File: config.mk
export PLATFORM = sky130hd
export DESIGN_NAME = parallel_to_serial
export DESIGN_NICKNAME = d
export VERILOG_FILES = /design/src/rtl/p2s_pkg.sv /design/src/rtl/p2s_hold_buffer.sv /design/src/rtl/parallel_to_serial.sv
export SDC_FILE = /design/constraint.sdc
export NUM_CORES = 1
export LEC_CHECK = 0
export BUFFER_PORTS_ARGS = -buffer_cell sky130_fd_sc_hd__buf_2
export CAP_MARGIN = 40
export CELL_PAD_IN_SITES_DETAIL_PLACEMENT = 0
export CELL_PAD_IN_SITES_GLOBAL_PLACEMENT = 2
export CORE_ASPECT_RATIO = 0.7
export CORE_MARGIN = 4
export CORE_UTILIZATION = 39
export DETAILED_ROUTE_END_ITERATION = 16
export PLACE_DENSITY = 0.9
export SYNTH_ARGS = -nofsm -noshare
export SYNTH_HDL_FRONTEND = slang
export SYNTH_HIERARCHICAL = 1
export SYNTH_SLANG_ARGS = --single-unit
File: constraint.sdc
create_clock -name clk -period 2.15 [get_ports clk]
set_input_delay 0.3225 -clock clk [delete_from_list [all_inputs] [get_ports clk]]
set_output_delay 0.3225 -clock clk [all_outputs]
set_load 0.01 [all_outputs]
File: src/rtl/p2s_pkg.sv
// rtl/p2s_pkg.sv - shared types, defaults and width helper for the parallel-to-serial link
package p2s_pkg;

  localparam int P2S_DATA_WIDTH = 32;
  localparam bit P2S_MSB_FIRST  = 1'b1;

  typedef enum logic {
    IDLE  = 1'b0,
    SHIFT = 1'b1
  } p2s_state_t;

  // Bit counter width; never narrower than one bit.
  function automatic int cnt_width(input int width);
    return (width <= 2) ? 1 : $clog2(width);
  endfunction

endpackage

File: src/rtl/p2s_hold_buffer.sv
// rtl/p2s_hold_buffer.sv - single-entry valid/ready holding register in front of the shifter
module p2s_hold_buffer #(
  parameter int WIDTH = 32
) (
  input  logic             clk,
  input  logic             reset,
  input  logic [WIDTH-1:0] in,
  input  logic             valid,
  output logic             ready,
  input  logic             pop,
  output logic [WIDTH-1:0] data,
  output logic             full
);

  logic push;

  assign ready = !full && !reset;
  assign push  = valid && ready;

  // A push wins over a simultaneous pop: the popped word was already read from data.
  always_ff @(posedge clk) begin
    if (reset) begin
      full <= 1'b0;
      data <= '0;
    end else if (push) begin
      full <= 1'b1;
      data <= in;
    end else if (pop) begin
      full <= 1'b0;
    end
  end

endmodule

File: src/rtl/parallel_to_serial.sv
// rtl/parallel_to_serial.sv - word-to-bit serializer with gapless reload, paced by bit_en
module parallel_to_serial
  import p2s_pkg::*;
#(
  parameter int DATA_WIDTH = P2S_DATA_WIDTH,
  parameter bit MSB_FIRST  = P2S_MSB_FIRST
) (
  input  logic                  clk,
  input  logic                  reset,
  input  logic [DATA_WIDTH-1:0] data_in,
  input  logic                  data_valid,
  output logic                  data_ready,
  input  logic                  bit_en,
  output logic                  serial_out,
  output logic                  serial_valid,
  output logic                  frame_start,
  output logic                  frame_last
);

  localparam int              CNT_W    = cnt_width(DATA_WIDTH);
  localparam logic [CNT_W-1:0] LAST_CNT = CNT_W'(DATA_WIDTH - 1);

  p2s_state_t            state, state_next;
  logic [DATA_WIDTH-1:0] shifter, shifter_next, shifted;
  logic [CNT_W-1:0]      bit_cnt, cnt_next;
  logic [DATA_WIDTH-1:0] hold_data;
  logic                  hold_full;
  logic                  pop;

  p2s_hold_buffer #(
    .WIDTH(DATA_WIDTH)
  ) u_hold (
    .clk  (clk),
    .reset(reset),
    .in   (data_in),
    .valid(data_valid),
    .ready(data_ready),
    .pop  (pop),
    .data (hold_data),
    .full (hold_full)
  );

  assign shifted = MSB_FIRST ? {shifter[DATA_WIDTH-2:0], 1'b0}
                             : {1'b0, shifter[DATA_WIDTH-1:1]};

  always_comb begin
    state_next   = state;
    shifter_next = shifter;
    cnt_next     = bit_cnt;
    pop          = 1'b0;
    case (state)
      IDLE: begin
        if (hold_full) begin
          pop          = 1'b1;
          shifter_next = hold_data;
          cnt_next     = '0;
          state_next   = SHIFT;
        end
      end
      SHIFT: begin
        if (bit_en) begin
          if (bit_cnt == LAST_CNT) begin
            // Last bit leaving: chain straight into the held word if there is one.
            if (hold_full) begin
              pop          = 1'b1;
              shifter_next = hold_data;
              cnt_next     = '0;
            end else begin
              shifter_next = '0;
              cnt_next     = '0;
              state_next   = IDLE;
            end
          end else begin
            shifter_next = shifted;
            cnt_next     = bit_cnt + CNT_W'(1);
          end
        end
      end
      default: state_next = IDLE;
    endcase
  end

  always_ff @(posedge clk) begin
    if (reset) begin
      state   <= IDLE;
      shifter <= '0;
      bit_cnt <= '0;
    end else begin
      state   <= state_next;
      shifter <= shifter_next;
      bit_cnt <= cnt_next;
    end
  end

  assign serial_valid = (state == SHIFT);
  assign serial_out   = serial_valid && (MSB_FIRST ? shifter[DATA_WIDTH-1] : shifter[0]);
  assign frame_start  = serial_valid && (bit_cnt == '0);
  assign frame_last   = serial_valid && (bit_cnt == LAST_CNT);

endmodule

==> reports/metrics.yaml <==
clock_tree:
  clk_pin_slew_ns: 0.05
  clkLatencyLatePin_ns: 0.33
  numCtsBuffers: 9
  cts_resized: 0
  h-tree-depth: 3
  max-clock-path-buffers: 2
  post_cts.repair.setup_buffers: 0
  cts-root-buf: "clkbuf_16"
  clock_sinks: 71
  cts_tree: "yes"
  ctsHoldBuffers: 0
route:
  drt_iter0_markers: 147
  wl_per_cell_um: 14.9
  drtAntennaViolNets: 0
  vias_per_cell: 5.25
  drt-total-wl_um: 7870
  dr.pass1.iters: 4
  drc: 0
  vias: 2777
synthesis:
  avgSynthCellArea_um2: 10.7
  yosysTopAreaCell: "dfxtp_1"
  yosys-top-cells-area: "dfxtp_1, o32ai_2, a211oi_2, nand4bb_1, nand2b_1"
  synth_area_mm2: 0.00397
  yosysSeqAreaShare_pct: 35.8
  ys_ff_latch: 71
  synth_cell_types: 41
  synthFlopType: "dfxtp_1"
  yosysMostFrequentCell: "dfxtp_1"
  synth_cells: 371
  synth_nets: 411
  ys_async_sr_fraction_pct: 0
  yosysTopAreaCellShare_pct: 35.8
  ys_top_cells_by_count: "dfxtp_1, inv_1, nand2b_1, nand4bb_1"
  synth_edf_count: 0
  yosysWarnings: 6
grt:
  grt_max_degree: 58
  grt_pass1_wl_um: 13600
  antenna_found_initial: 0
  first_global_vias: 2821
  grt_usage_pct: 14.3
  grt-ovfl-total: 0
sta:
  final.period_utilization_pct: 91.2
  worst_slew_pin_slew_ns: 0.545
  tns_ns: 0
  finalSetupViolCount: 0
  slew_headroom_pct: 63.6
  fin_skew_ns: 0.00338
  min_period_ns: 1.96
  finalHoldViolCount: 0
  drv_slew: 0
  rsz0062_at_grt: "no"
  fmax_ghz: 0.510
  hold_ws_ns: 0.259
pwr:
  power_density_mw_per_mm2: 794
  p_leak_nw: 1.61
  vdd_ir_drop_max_mv: 0.394
die:
  die_h_um: 92.4
  core_area_mm2: 0.00980
  die_w_um: 129
  rows: 30
  start_util_pct: 40.5
  io_pins: 41
  fp.dieArea_mm2: 0.0119
layout:
  areaGrowthSynthToFinish_pct: 12.6
  nets: 436
  multi_input_area_mm2: 0.00213
  drive_gt1_share_pct: 33.2
  seqCellArea_mm2: 0.00142
  n_antenna_cell: 0
  fillers: 948
flow_run:
  maxCapViolCount: 0
critical_path:
  critPathKind: "reg -> out"
  crit_path_end_kind: "output pin"
  critPathRequiredTime_ns: 1.83
  crit_path_start_kind: "flop"
  cp_max_fo: 5
  cp.arrival_ns: 1.64
placed_design:
  dp_hpwl_um: 4960
  gp_congestion: 0.748
  port_buffers: 40
outcome:
  status: "completed"
worst_hold_path:
  holdCritPathClass: "in -> reg"
## through the flow
stage	cell area (um^2)	total power, mW	std cells	setup WS, ns	utilization (%)
floorplan	3970	2.04	371	0.287	-
global placement	4170	2.12	513	0.260	42.5
detailed placement	4170	2.14	513	0.162	42.5
CTS	4460	3.60	529	0.146	45.5
global route	4470	3.73	529	0.0465	45.6
finish	4470	3.55	529	0.190	45.6
## kinds of logic (layout without fill, tap and decap cells)
group	count (synthesis)	count (layout)	synth area share (%)
compound gates	105	105	28.7
fa+ha+maj	4	4	1.26
buf+inv	70	100	10.7
flops	71	71	35.8
mux	2	2	0.631
simple gates	119	119	22.9
## area by class of cell
cell class | instances | share of cell area, %
inverter | 33 | 2.77
clock inverter | 2 | 0.280
sequential | 71 | 31.8
tap | 128 | 3.59
timing repair buffer | 51 | 7.54
clock buffer | 14 | 6.36
multi-input combinational | 230 | 47.6
## per-layer routing
| metal | up-vias | share of wire (%) | global-route usage [%] |
|---|---|---|---|
| li1 | 1396 | - | - |
| met1 | 1335 | 52 | 19.2 |
| met2 | 36 | 43 | 21.5 |
| met3 | 10 | 3.6 | 4.38 |
| met4 | 0 | 1.4 | 5.16 |
| met5 | - | 0 | 0 |
## placed cells by master, fill, tap and decap left out, drive strengths merged, types with 2 or more instances in the layout
master,Yosys,final
a211oi,31,31
a21boi,2,2
a21oi,3,3
a32oi,2,2
and2,3,3
and2b,17,17
buf,23,51
clkbuf,14,14
dfxtp,71,71
ha,4,4
inv,33,33
nand2,7,7
nand2b,32,32
nand4bb,32,32
nor2,5,5
nor2b,17,17
o21ai,32,32
o32ai,31,31
## where the power goes
group	internal (mW)	leakage (nW)	switching (mW)
clock network	0.905	0.145	0.533
registers	1.43	0.584	0.0673
logic	0.306	0.881	0.306
total	2.64	1.61	0.906
## sequential cells by signal, summed over array words and instances (netlist names)
signal	count
shifter	32
serial_valid	1
u_hold/data	32
bit_cnt	5
u_hold/full	1
## path summary, 6_finish.rpt
path / from / to / slack (ns) / cells past startpoint
setup / recovery: bit_cnt[1] / frame_last / 0.19 / 5
hold reg to reg: shifter[0] / shifter[0] / 0.46 / 2
hold / removal: data_in[7] / u_hold/data[7] / 0.26 / 3
setup reg to reg: bit_cnt[1] / shifter[15] / 0.22 / 7
## critical path, stage by stage, from the launching register on
cell,delay (ns)
dfxtp_1,0.40
ha_1,0.21
and3_1,0.19
ha_1,0.21
and2_1,0.16
buf_2,0.13
Note: power is estimated with default switching activity, not from simulation.
